[src/rtl/pipe_hazard_ctrl_if.sv]
// Signal bundle between the 5-stage pipeline and its stall/flush scheduler.
// master: pipeline side (drives hazard inputs, consumes register controls).
// slave:  scheduler side (pipe_hazard_ctrl).
interface pipe_hazard_ctrl_if;
    // Decode-stage operand usage
    logic       id_valid;
    logic [4:0] id_rs1;
    logic [4:0] id_rs2;
    logic       id_uses_rs1;
    logic       id_uses_rs2;
    // Execute-stage producer and branch resolution
    logic       ex_valid;
    logic       ex_mem_read;
    logic [4:0] ex_rd;
    logic       branch_taken;
    // Data-memory handshake
    logic       dmem_req;
    logic       dmem_ready;
    logic       err_clr;
    // Pipeline register controls
    logic        pc_stall;
    logic        if_id_stall;
    logic        id_ex_bubble;
    logic        id_ex_hold;
    logic        ex_mem_hold;
    logic        if_id_flush;
    logic [1:0]  hz_state;
    logic        mem_timeout_err;
    logic [31:0] stall_cnt;
    logic [31:0] flush_cnt;

    modport master (
        output id_valid, id_rs1, id_rs2, id_uses_rs1, id_uses_rs2,
        output ex_valid, ex_mem_read, ex_rd, branch_taken,
        output dmem_req, dmem_ready, err_clr,
        input  pc_stall, if_id_stall, id_ex_bubble, id_ex_hold, ex_mem_hold,
        input  if_id_flush, hz_state, mem_timeout_err, stall_cnt, flush_cnt
    );

    modport slave (
        input  id_valid, id_rs1, id_rs2, id_uses_rs1, id_uses_rs2,
        input  ex_valid, ex_mem_read, ex_rd, branch_taken,
        input  dmem_req, dmem_ready, err_clr,
        output pc_stall, if_id_stall, id_ex_bubble, id_ex_hold, ex_mem_hold,
        output if_id_flush, hz_state, mem_timeout_err, stall_cnt, flush_cnt
    );
endinterface

[src/rtl/pipe_hazard_ctrl.sv]
// Stall/flush scheduler for the 5-stage integer pipeline.
// Detects ID/EX load-use hazards, freezes the pipe while data memory is busy
// (bounded by a watchdog), and holds IF/ID flush + ID/EX bubble for
// FLUSH_CYCLES after a taken branch.
// Optional build macro: HAZARD_PERF_EN adds saturating stall/flush counters;
// without it stall_cnt/flush_cnt are tied to zero.
module pipe_hazard_ctrl #(
    parameter int unsigned FLUSH_CYCLES = 1,   // 1..7
    parameter int unsigned MEM_TIMEOUT  = 255  // 1..65535
) (
    input  logic                 clk,
    input  logic                 reset_n,
    pipe_hazard_ctrl_if.slave    hz_if
);

    typedef enum logic [1:0] {
        StRun     = 2'd0,
        StMemWait = 2'd1,
        StFlush   = 2'd2
    } state_e;

    localparam logic [2:0]  FlushReload = 3'(FLUSH_CYCLES - 1);
    localparam logic [15:0] WaitLimit   = 16'(MEM_TIMEOUT);
    localparam bit          MultiFlush  = (FLUSH_CYCLES > 1);

    state_e      state_q, state_d;
    logic [2:0]  fcnt_q, fcnt_d;
    logic [15:0] wcnt_q, wcnt_d;
    logic        err_q, err_d;

    logic load_use;
    logic mem_busy;
    logic advance;   // unfrozen cycle: branch / load-use are evaluated as in RUN
    logic freeze;
    logic lu_stall;
    logic flush;
    logic err_set;

    // Hazard detection from the current ID/EX contents
    always_comb begin
        load_use = hz_if.id_valid & hz_if.ex_valid & hz_if.ex_mem_read &
                   (hz_if.ex_rd != 5'd0) &
                   ((hz_if.id_uses_rs1 & (hz_if.id_rs1 == hz_if.ex_rd)) |
                    (hz_if.id_uses_rs2 & (hz_if.id_rs2 == hz_if.ex_rd)));
        mem_busy = hz_if.dmem_req & ~hz_if.dmem_ready;
    end

    // Next-state and raw control decode; priority mem_busy > branch > load-use
    always_comb begin
        state_d  = state_q;
        fcnt_d   = fcnt_q;
        wcnt_d   = wcnt_q;
        advance  = 1'b0;
        freeze   = 1'b0;
        lu_stall = 1'b0;
        flush    = 1'b0;
        err_set  = 1'b0;

        unique case (state_q)
            StRun: begin
                if (mem_busy) begin
                    freeze  = 1'b1;
                    wcnt_d  = 16'd1;
                    state_d = StMemWait;
                end else begin
                    advance = 1'b1;
                end
            end
            StMemWait: begin
                if (mem_busy) begin
                    if (wcnt_q >= WaitLimit) begin
                        // Watchdog: give up on the access, let the pipe move
                        err_set = 1'b1;
                        wcnt_d  = 16'd0;
                        state_d = StRun;
                    end else begin
                        freeze = 1'b1;
                        wcnt_d = wcnt_q + 16'd1;
                    end
                end else begin
                    advance = 1'b1;
                    wcnt_d  = 16'd0;
                    state_d = StRun;
                end
            end
            StFlush: begin
                flush = 1'b1;
                if (mem_busy) begin
                    // Flush window pauses while memory holds the pipe
                    freeze = 1'b1;
                end else if (hz_if.branch_taken) begin
                    fcnt_d  = FlushReload;
                    state_d = MultiFlush ? StFlush : StRun;
                end else begin
                    fcnt_d = (fcnt_q != 3'd0) ? fcnt_q - 3'd1 : 3'd0;
                    if (fcnt_q <= 3'd1) begin
                        state_d = StRun;
                    end
                end
            end
            default: begin
                state_d = StRun;
            end
        endcase

        if (advance) begin
            if (hz_if.branch_taken) begin
                flush = 1'b1;
                if (MultiFlush) begin
                    fcnt_d  = FlushReload;
                    state_d = StFlush;
                end else begin
                    state_d = StRun;
                end
            end else if (load_use) begin
                lu_stall = 1'b1;
            end
        end

        // Set wins over clear
        err_d = err_set | (err_q & ~hz_if.err_clr);
    end

    // State, counters and sticky watchdog flag
    always_ff @(posedge clk or negedge reset_n) begin
        if (!reset_n) begin
            state_q <= StRun;
            fcnt_q  <= 3'd0;
            wcnt_q  <= 16'd0;
            err_q   <= 1'b0;
        end else begin
            state_q <= state_d;
            fcnt_q  <= fcnt_d;
            wcnt_q  <= wcnt_d;
            err_q   <= err_d;
        end
    end

    // Control outputs, gated low while in reset
    always_comb begin
        hz_if.pc_stall        = reset_n & (freeze | lu_stall);
        hz_if.if_id_stall     = reset_n & (freeze | lu_stall);
        hz_if.id_ex_bubble    = reset_n & (flush | lu_stall);
        hz_if.id_ex_hold      = reset_n & freeze;
        hz_if.ex_mem_hold     = reset_n & freeze;
        hz_if.if_id_flush     = reset_n & flush;
        hz_if.hz_state        = state_q;
        hz_if.mem_timeout_err = err_q;
    end

`ifdef HAZARD_PERF_EN
    logic [31:0] stall_cnt_q;
    logic [31:0] flush_cnt_q;
    logic        flush_evt;

    assign flush_evt = ((state_q == StRun) || (state_q == StFlush)) &
                       hz_if.branch_taken & ~mem_busy;

    // Saturating performance counters
    always_ff @(posedge clk or negedge reset_n) begin
        if (!reset_n) begin
            stall_cnt_q <= 32'd0;
            flush_cnt_q <= 32'd0;
        end else begin
            if (hz_if.pc_stall && (stall_cnt_q != 32'hFFFF_FFFF)) begin
                stall_cnt_q <= stall_cnt_q + 32'd1;
            end
            if (flush_evt && (flush_cnt_q != 32'hFFFF_FFFF)) begin
                flush_cnt_q <= flush_cnt_q + 32'd1;
            end
        end
    end

    assign hz_if.stall_cnt = stall_cnt_q;
    assign hz_if.flush_cnt = flush_cnt_q;
`else
    assign hz_if.stall_cnt = 32'd0;
    assign hz_if.flush_cnt = 32'd0;
`endif

endmodule
[src/flat_wrapper.sv]
// flat-port wrapper written by rule: the top's interface ports become plain ports
module pipe_hazard_ctrl_flat 
#(
    parameter int unsigned FLUSH_CYCLES = 1,          
    parameter int unsigned MEM_TIMEOUT  = 255             
)
  (clk, reset_n, hz_if_id_valid, hz_if_id_rs1, hz_if_id_rs2, hz_if_id_uses_rs1, hz_if_id_uses_rs2, hz_if_ex_valid, hz_if_ex_mem_read, hz_if_ex_rd, hz_if_branch_taken, hz_if_dmem_req, hz_if_dmem_ready, hz_if_err_clr, hz_if_pc_stall, hz_if_if_id_stall, hz_if_id_ex_bubble, hz_if_id_ex_hold, hz_if_ex_mem_hold, hz_if_if_id_flush, hz_if_hz_state, hz_if_mem_timeout_err, hz_if_stall_cnt, hz_if_flush_cnt);
  pipe_hazard_ctrl_if hz_if_i ();
  input  logic clk;
  input  logic reset_n;
  input wire logic [$bits(hz_if_i.id_valid)-1:0] hz_if_id_valid;
  input wire logic [$bits(hz_if_i.id_rs1)-1:0] hz_if_id_rs1;
  input wire logic [$bits(hz_if_i.id_rs2)-1:0] hz_if_id_rs2;
  input wire logic [$bits(hz_if_i.id_uses_rs1)-1:0] hz_if_id_uses_rs1;
  input wire logic [$bits(hz_if_i.id_uses_rs2)-1:0] hz_if_id_uses_rs2;
  input wire logic [$bits(hz_if_i.ex_valid)-1:0] hz_if_ex_valid;
  input wire logic [$bits(hz_if_i.ex_mem_read)-1:0] hz_if_ex_mem_read;
  input wire logic [$bits(hz_if_i.ex_rd)-1:0] hz_if_ex_rd;
  input wire logic [$bits(hz_if_i.branch_taken)-1:0] hz_if_branch_taken;
  input wire logic [$bits(hz_if_i.dmem_req)-1:0] hz_if_dmem_req;
  input wire logic [$bits(hz_if_i.dmem_ready)-1:0] hz_if_dmem_ready;
  input wire logic [$bits(hz_if_i.err_clr)-1:0] hz_if_err_clr;
  output wire logic [$bits(hz_if_i.pc_stall)-1:0] hz_if_pc_stall;
  output wire logic [$bits(hz_if_i.if_id_stall)-1:0] hz_if_if_id_stall;
  output wire logic [$bits(hz_if_i.id_ex_bubble)-1:0] hz_if_id_ex_bubble;
  output wire logic [$bits(hz_if_i.id_ex_hold)-1:0] hz_if_id_ex_hold;
  output wire logic [$bits(hz_if_i.ex_mem_hold)-1:0] hz_if_ex_mem_hold;
  output wire logic [$bits(hz_if_i.if_id_flush)-1:0] hz_if_if_id_flush;
  output wire logic [$bits(hz_if_i.hz_state)-1:0] hz_if_hz_state;
  output wire logic [$bits(hz_if_i.mem_timeout_err)-1:0] hz_if_mem_timeout_err;
  output wire logic [$bits(hz_if_i.stall_cnt)-1:0] hz_if_stall_cnt;
  output wire logic [$bits(hz_if_i.flush_cnt)-1:0] hz_if_flush_cnt;
  assign hz_if_i.id_valid = hz_if_id_valid;
  assign hz_if_i.id_rs1 = hz_if_id_rs1;
  assign hz_if_i.id_rs2 = hz_if_id_rs2;
  assign hz_if_i.id_uses_rs1 = hz_if_id_uses_rs1;
  assign hz_if_i.id_uses_rs2 = hz_if_id_uses_rs2;
  assign hz_if_i.ex_valid = hz_if_ex_valid;
  assign hz_if_i.ex_mem_read = hz_if_ex_mem_read;
  assign hz_if_i.ex_rd = hz_if_ex_rd;
  assign hz_if_i.branch_taken = hz_if_branch_taken;
  assign hz_if_i.dmem_req = hz_if_dmem_req;
  assign hz_if_i.dmem_ready = hz_if_dmem_ready;
  assign hz_if_i.err_clr = hz_if_err_clr;
  assign hz_if_pc_stall = hz_if_i.pc_stall;
  assign hz_if_if_id_stall = hz_if_i.if_id_stall;
  assign hz_if_id_ex_bubble = hz_if_i.id_ex_bubble;
  assign hz_if_id_ex_hold = hz_if_i.id_ex_hold;
  assign hz_if_ex_mem_hold = hz_if_i.ex_mem_hold;
  assign hz_if_if_id_flush = hz_if_i.if_id_flush;
  assign hz_if_hz_state = hz_if_i.hz_state;
  assign hz_if_mem_timeout_err = hz_if_i.mem_timeout_err;
  assign hz_if_stall_cnt = hz_if_i.stall_cnt;
  assign hz_if_flush_cnt = hz_if_i.flush_cnt;
  pipe_hazard_ctrl #(.FLUSH_CYCLES(FLUSH_CYCLES), .MEM_TIMEOUT(MEM_TIMEOUT)) u_core (.clk(clk), .reset_n(reset_n), .hz_if(hz_if_i));
endmodule
[config.mk]
export PLATFORM = sky130hd
export DESIGN_NAME = pipe_hazard_ctrl_flat
export DESIGN_NICKNAME = d
export VERILOG_FILES = /design/src/rtl/pipe_hazard_ctrl_if.sv /design/src/rtl/pipe_hazard_ctrl.sv /design/src/flat_wrapper.sv
export SDC_FILE = /design/constraint.sdc
export NUM_CORES = 1
export LEC_CHECK = 0
export CAP_MARGIN = 20
export CORE_ASPECT_RATIO = 1.25
export CORE_MARGIN = 5
export CORE_UTILIZATION = 39
export DETAILED_ROUTE_END_ITERATION = 10
export HOLD_SLACK_MARGIN = 0.08
export PLACE_DENSITY_LB_ADDON = 0.2
export SLEW_MARGIN = 40
export SYNTH_ARGS = -nofsm -noshare
export SYNTH_HDL_FRONTEND = slang
export SYNTH_SLANG_ARGS = --single-unit
export TNS_END_PERCENT = 20
[constraint.sdc]
create_clock -name clk -period 2.2 [get_ports clk]
set_input_delay 0.44 -clock clk [delete_from_list [all_inputs] [get_ports clk]]
set_output_delay 0.44 -clock clk [all_outputs]
set_load 0.03 [all_outputs]
---- Yosys cells after proc, flatten, opt, wreduce, memory -nomap -nowiden ----
Cells that the tools add are included.
storage, ports and cells
  register bits ........................... 22
  bits of input ports ..................... 26
  output and inout port bits .............. 73
  word-level logic and storage cells ...... 70
operators by class
  add/subtract/negate cells ............... 2
  $lt $le $gt $ge ......................... 2
  equality and inequality tests ........... 5
  multiplexer cells ....................... 30
  bitwise logic cells ..................... 19
  reductions and logical operators ........ 8
operators with widths
  kind                                                                               number
  16-bit two-way mux                                                                 3
  16-bit case mux with 2 select lines                                                1
  16-bit by 1-bit adder with 16-bit output (second input constant)                   1
  16-bit by 8-bit >= comparator with 1-bit output (second input constant)            1
  2-bit two-way mux                                                                  8
  1-bit two-way mux                                                                  14
  1-bit AND                                                                          12
  5-bit equality test                                                                2
  3-bit two-way mux                                                                  2
  2-bit case mux with 3 select lines                                                 1
  5-bit nonzero test                                                                 1
  1-bit OR                                                                           4
  2-bit AND reduction                                                                2
  2-bit OR reduction                                                                 2
  3-bit by 1-bit less-or-equal comparator with 1-bit output (second input constant)  1
  1-bit NOT                                                                          3
  3-bit nonzero test                                                                 1
  3-bit by 1-bit subtractor with 3-bit output (second input constant)                1
  2-bit by 1-bit equality test with 1-bit output (second input constant)             1
  2-bit equality test (second input constant)                                        1
  2-bit zero test                                                                    1
  2-bit by 1-bit inequality test with 1-bit output (second input constant)           1
  1-bit case mux with 2 select lines                                                 1
  2-bit nonzero test                                                                 1

---- Logic depth before layout (Yosys ltp) ----
  word-level depth ........................ 9
  depth in mapped cells ................... 6
  gate-level depth less buffers ........... 5

---- Worst setup path before layout ----
No wires, ideal clock.
  path type ............................... register -> output
  start ................................... register u_core.state_q[1], in the netlist u_core.hz_if.hz_state[1]
  end ..................................... output hz_if_pc_stall
  arrival time ............................ 2.360 ns
  slack ................................... -0.600 ns
  cell stages (with the launch flop) ...... 6
  cell sequence ........................... dfrtp_1 and4bb_2 o2111ai_2 a21boi_1 o21bai_1 buf_4
between the ends
  longest elaborated chain between the ends .. 6
  elaborated cells between the ends (all ways) .. 10
  classes of those cells .................. 2 x eq/ne; 3 x mux; 2 x bitwise; 3 x reduce/logical
RTL lines
  item                                                                                      line                     text
  start: declaration                                                                        pipe_hazard_ctrl.sv:26   state_e state_q, state_d;
  start signal: assignment                                                                  pipe_hazard_ctrl.sv:127  state_q <= StRun;
  start signal: assignment                                                                  pipe_hazard_ctrl.sv:132  state_q <= state_d;
  2-bit by 1-bit equality test with 1-bit output / 2-bit zero test (equally long branches)  pipe_hazard_ctrl.sv:59   unique case (state_q)
  2-bit OR reduction (no source line)                                                       -
  1-bit two-way mux                                                                         -
  1-bit two-way mux                                                                         pipe_hazard_ctrl.sv:106  if (advance) begin
  1-bit OR (*)                                                                              -
  1-bit AND (*)                                                                             -
  end: declaration                                                                          flat_wrapper.sv:23       output wire logic [$bits(hz_if_i.pc_stall)-1:0] hz_if_pc_stall;
Every way passes the cells marked *; elsewhere a longest branch is shown, timed or not.

---- Worst setup path after layout ----
  start ................................... register u_core.wcnt_q[13]
  end ..................................... output hz_if_if_id_stall
between the ends
  longest elaborated chain between the ends .. 6
RTL lines
  item                                             line                     text
  start: declaration                               pipe_hazard_ctrl.sv:28   logic [15:0] wcnt_q, wcnt_d;
  start signal: assignment                         pipe_hazard_ctrl.sv:134  wcnt_q <= wcnt_d;
  16-bit by 8-bit >= comparator with 1-bit output  pipe_hazard_ctrl.sv:71   if (wcnt_q >= WaitLimit) begin
  1-bit two-way mux                                pipe_hazard_ctrl.sv:71
  1-bit two-way mux                                pipe_hazard_ctrl.sv:70   if (mem_busy) begin
  1-bit case mux with 2 select lines               pipe_hazard_ctrl.sv:59
  1-bit OR                                         pipe_hazard_ctrl.sv:142  hz_if.if_id_stall = reset_n & (freeze | lu_stall);
  1-bit AND                                        pipe_hazard_ctrl.sv:142
  end: declaration                                 flat_wrapper.sv:24       output wire logic [$bits(hz_if_i.if_id_stall)-1:0] hz_if_if_id_stall;
Every way passes these cells.

==> metrics.txt <==
pin count of the biggest net entering global routing=25; setup violators final=2; setup TNS=-56.2 ps; power per cell area=491 nW/um^2; Final Hold Viols=0; violated checks=negative setup slack; Mapped Avg Cell Area=9.02 sq um; unrepaired setup endpoints after global routing=yes; fin crit share=101%; Synth Area in Simple Gates=17.5%; Cells after Synth=202; Setup crit start=u_core.wcnt_q[13]; diodes inserted=0; Area Growth Syn to Fin=25.7%; max incr delay on CP=440 ps; Synth Area in Adders=2.06%; Max Cap Violations=0; synth unique cells=44; Worst-Skew Late Latency=260 ps; Setup WS post-layout=-29.4 ps; Worst Path Buf+Inv=1; CP Class=flop to primary output; die width=71.1 um; total grt overflow=0; Worst Hold Class=input pin to async pin; vias in the first global route=1312; Most used DFF post-synth=dfrtp_1; placed cell areas=2140 sq um; site row count=27; H-tree Lvls=1; worst r2r path cells=7; num ports=99; design area=2290 sq um; Crit-path slowest cell=dfrtp_2; routed via count=1432; CTS sink cnt=22; Initial Util=40.9%; clock root cell=clkbuf_8; Sw Share=33.2%; min Tclk post-route=2230 ps; crit path cell chain=nor4_4, o2111ai_4, a21boi_4, o21bai_4, buf_6; Fin Clk Skew=4.39 ps; VDD IR max=0.248 mV; WP data required=1760 ps; residual DRC count=0; highest clock rate=449 MHz; Post-synth EDFFs=0; dpl ws=-250 ps; Clk pin slew, worst setup/hold paths=80 ps; First-pass DRT Iterations=4; R2R setup slack=220 ps; clock network power share=33.8%; GR Util All Layers=12.6%; WL final=3990 um; initial drt markers=33; first-pass GRT wire length=6240 um; status=complete, but fails checks; Clock Tree Buf Depth=2; Core Footprint=4460 sq um; initial antenna violation count=0; delay-heaviest family, CP=compound AO/OA/AOI/OAI gates; TritonCTS clock tree=done; RR Startpoint=u_core.wcnt_q[13]; count leader, synth=buf_4; Hold Slack=300 ps; mux contribution to synthesized area=0%; layout cells sized above 1=20.2%; Static Leak=1.12 nW; vias per cell=4.48; r2r endpoint=u_core.wcnt_q[6]; netlist area before placement=1820 sq um; routed len/inst=12.5 um; Inserted Clock Buffers=3; Critical Path End Type=primary output; Seq pwr share=37.1%; post-synth top area cell=dfrtp_1; Die Span Y=86.4 um; Seq cells post-synth=22; Logic pwr share=29.1%; top-area cell type share of the netlist area=30.2%; XOR/XNOR Fraction of Synth Area=4.81%; synth top area cells=dfrtp_1 30%, buf_4 27%, xor2_1 3.8%; cts hold-fix bufs=0; Commonest cells post-synth=66 x buf_4, 22 x dfrtp_1, 9 x inv_1, 9 x nor2_1; Internal Pwr Total=0.750 mW; PortBufs=34; switching power=0.373 mW; largest family of logic cells by synthesized area=buffers and inverters; Critical Path AT=1790 ps; max-slew violations=0; Syn. warnings=0; CP Max Fanout=3; Compound-Gate Fraction of Synth Area=16.1%; register area share after synthesis=30.2%; net count reported at finish=292; Detailed Place HPWL=3170 um; RD Place Congestion=0.806; crit path launch type=flop; DRT antenna net count=0; ys async rst share=100%; final core utilization=51.3%; die area=6150 sq um
[through the flow]
step / std cells / total power [mW]
2_1_floorplan: 265 / 0.725
3_3_place_gp: 310 / 0.741
3_5_place_dp: 310 / 0.742
4_1_cts: 317 / 1.13
5_1_grt: 320 / 1.18
6_report: 320 / 1.12
[registers in the layout, indices dropped and copies added, names as in the netlist]
| name | count |
|---|---|
| u_core.hz_if.hz_state | 2 |
| u_core.hz_if.mem_timeout_err | 1 |
| u_core.fcnt_q | 3 |
| u_core.wcnt_q | 16 |
[cell usage in the layout (no fill, tap or decap), types with 2 or more instances in the layout]
| cell type | count |
|---|---|
| nand4_1 | 3 |
| a22o_1 | 3 |
| clkdlybuf4s50_1 | 13 |
| a21o_1 | 3 |
| o21ai_2 | 2 |
| inv_1 | 9 |
| a21boi_0 | 2 |
| o21ai_0 | 7 |
| clkbuf_8 | 3 |
| dfrtp_1 | 19 |
| nand2_1 | 5 |
| dfrtp_2 | 3 |
| nor3b_1 | 2 |
| a31oi_1 | 4 |
| xnor2_1 | 2 |
| or3_1 | 3 |
| xor2_1 | 8 |
| nor2_1 | 9 |
| clkdlybuf4s15_1 | 2 |
| ha_1 | 3 |
| nor4_2 | 3 |
| nor4_4 | 2 |
| buf_6 | 5 |
| dlygate4sd2_1 | 13 |
| nand3_1 | 4 |
| nor3_1 | 2 |
| or4_1 | 3 |
| o2111a_1 | 2 |
| and3_1 | 3 |
| a21oi_1 | 7 |
| conb_1 | 64 |
| buf_4 | 26 |
| nor2b_1 | 4 |
[per-layer routing]
metal	GRT usage (%)	wire length, um	vias up
li1	-	-	697
met3	3.60	372	2
met4	3.08	27	0
met5	0	0	-
met2	21.9	1970	62
met1	15.3	1620	671
[how the worst max path moves through the flow]
stage | slack, ps | end | depth (start not counted)
after floorplan | -20 | hz_if_pc_stall | 5
after global placement | -230 | hz_if_id_ex_bubble | 6
after detailed placement | -250 | hz_if_id_ex_bubble | 6
after CTS | -0.8 | hz_if_if_id_stall | 5
after global routing | -120 | hz_if_if_id_stall | 5
final | -30 | hz_if_if_id_stall | 5
[kinds of logic (layout without fill, tap and decap cells)]
| logic type | after synthesis | count (layout) |
|---|---|---|
| AND/OR/NAND/NOR | 50 | 50 |
| other | 1 | 64 |
| flip-flops | 22 | 22 |
| AO/OA/AOI/OAI | 41 | 41 |
| buffers and inverters | 75 | 72 |
| XOR/XNOR | 10 | 10 |
| adder cells (fa/ha/maj) | 3 | 3 |
[power by group through the flow]
stage | Sequential (mW) | Combinational [mW] | Clock [mW]
floorplan | 0.426 | 0.299 | 0
global placement | 0.426 | 0.315 | 0
detailed placement | 0.426 | 0.316 | 0
CTS | 0.417 | 0.323 | 0.390
global route | 0.418 | 0.348 | 0.410
finish | 0.417 | 0.327 | 0.379
[layout make-up]
type / count / area [sq um]
Fill cell: 436 / 2170
Multi-Input combinational cell: 168 / 1040
Sequential cell: 22 / 554
Timing Repair Buffer: 59 / 515
Tap cell: 58 / 72.6
Clock buffer: 3 / 41.3
Inverter: 9 / 33.8
Clock inverter: 1 / 30.0
[repair_timing]
action / CTS / global route
endpoints found under the setup margin: 6 / 5
gates resized for setup: 26 / 3
setup buffers: 4 / 3
pin swaps: 9 / 4
Note: power is estimated with default switching activity, not from simulation.
==> RTL change (config.mk and constraints unchanged) <==
Build with the macro `HAZARD_PERF_EN` defined.
--- a/src/rtl/pipe_hazard_ctrl.sv
+++ b/src/rtl/pipe_hazard_ctrl.sv
@@ -4,6 +4,8 @@
 // FLUSH_CYCLES after a taken branch.
 // Optional build macro: HAZARD_PERF_EN adds saturating stall/flush counters;
 // without it stall_cnt/flush_cnt are tied to zero.
+`define HAZARD_PERF_EN
+
 module pipe_hazard_ctrl #(
     parameter int unsigned FLUSH_CYCLES = 1,   // 1..7
     parameter int unsigned MEM_TIMEOUT  = 255  // 1..65535
Function: changed (a bounded check fails within 4 cycles, from zero or initial values and one cycle with reset_n low).
==> RTL change against the original RTL <==
Global-route usage increased by 3.8 points. Maximum frequency decreased by 9.7%. The run still ends with setup timing left. Critical path depth increased by 2. Setup slack got worse by 240 ps. Sequential cell count increased by 64. Design area increased to 2.7 times the old value. Wire length increased to 2.7 times the old value. Area after synthesis increased by 140%. Count of clock-buffer cells in the layout increased by 8. Sequential power increased to 4.5 times the old value. Total power increased to 3.8 times the old value. Utilization increased by 5.1 points.
==> RTL change: results <==
export IMPL_root_buffer="clkbuf_16"
export IMPL_violations="setup timing"
export IMPL_place_inst=705
export IMPL_ir_worst_vdd_uv=396
export IMPL_postPlaceCellArea_um2=5930
export IMPL_routed_wl_um=10900
export IMPL_gr_usage_met1_pct=19.7
export IMPL_cts_max_level=3
export IMPL_power_w=0.00422
export IMPL_ys_seq_area_share_pct=48.5
export IMPL_cts_buffers=9
export IMPL_pre_cts_ws_ps=-668
export IMPL_track_usage_pct=16.5
export IMPL_n_fill_cell=988
export IMPL_ctsHoldBuffers=1
export IMPL_synth_common_cells="86 x dfrtp_1, 46 x xor2_1, 42 x nand2_1"
export IMPL_port_buffers=98
export IMPL_finalWorstSetupSlack_ps=-270
export IMPL_synth_area_mux_share_pct=1.32
export IMPL_setup_violations=7
export IMPL_grt_pass1_vias=3884
export IMPL_syn_avg_cell_area_um2=10.2
export IMPL_grt_use_met2_pct=29.1
export IMPL_status="complete, but fails checks"
export IMPL_synth_xor_area_share_pct=14.8
export IMPL_gp_congestion=0.798
export IMPL_route_vias_total=3748
export IMPL_ctsResizeCount=19
export IMPL_cts_setup_buffers=0
export IMPL_fin_setup_tns_ps=-1130
export IMPL_synth_fa_ha_area_share_pct=1.41
export IMPL_wl_met1_um=4690
export IMPL_grt_start_max_net_pins=76
export IMPL_dpl_hpwl_um=7980
export IMPL_slowest_stage="dfrtp_1"
export IMPL_combPwrFrac_pct=22.3
export IMPL_grt_pass1_wl_um=18400
-- RTL change: path summary, 6_finish.rpt --
kind	endpoint	cells past startpoint	slack, ps	from
min in group clk	u_core.hz_if.stall_cnt[23]	1	500	u_core.hz_if.stall_cnt[23]
worst max register to register	u_core.hz_if.stall_cnt[28]	8	-130	u_core.wcnt_q[0]
worst max-delay path	hz_if_if_id_stall	7	-270	u_core.wcnt_q[0]
worst min-delay path	u_core.hz_if.hz_state[1]	3	360	reset_n
max in group asynchronous	u_core.hz_if.flush_cnt[18]	3	1360	reset_n
worst min register to register	u_core.hz_if.stall_cnt[23]	1	500	u_core.hz_if.stall_cnt[23]
-- RTL change: area by class of cell --
cell class                      count  area (um2)  area share (%)
Multi-Input combinational cell    325        2210            35.2
Inverter                            8        33.8           0.537
Tap cell                          135         169            2.69
Clock buffer                       11         253            4.02
Clock inverter                      4        22.5           0.358
Sequential cell                    86        2150            34.2
Timing Repair Buffer              154        1450            23.0
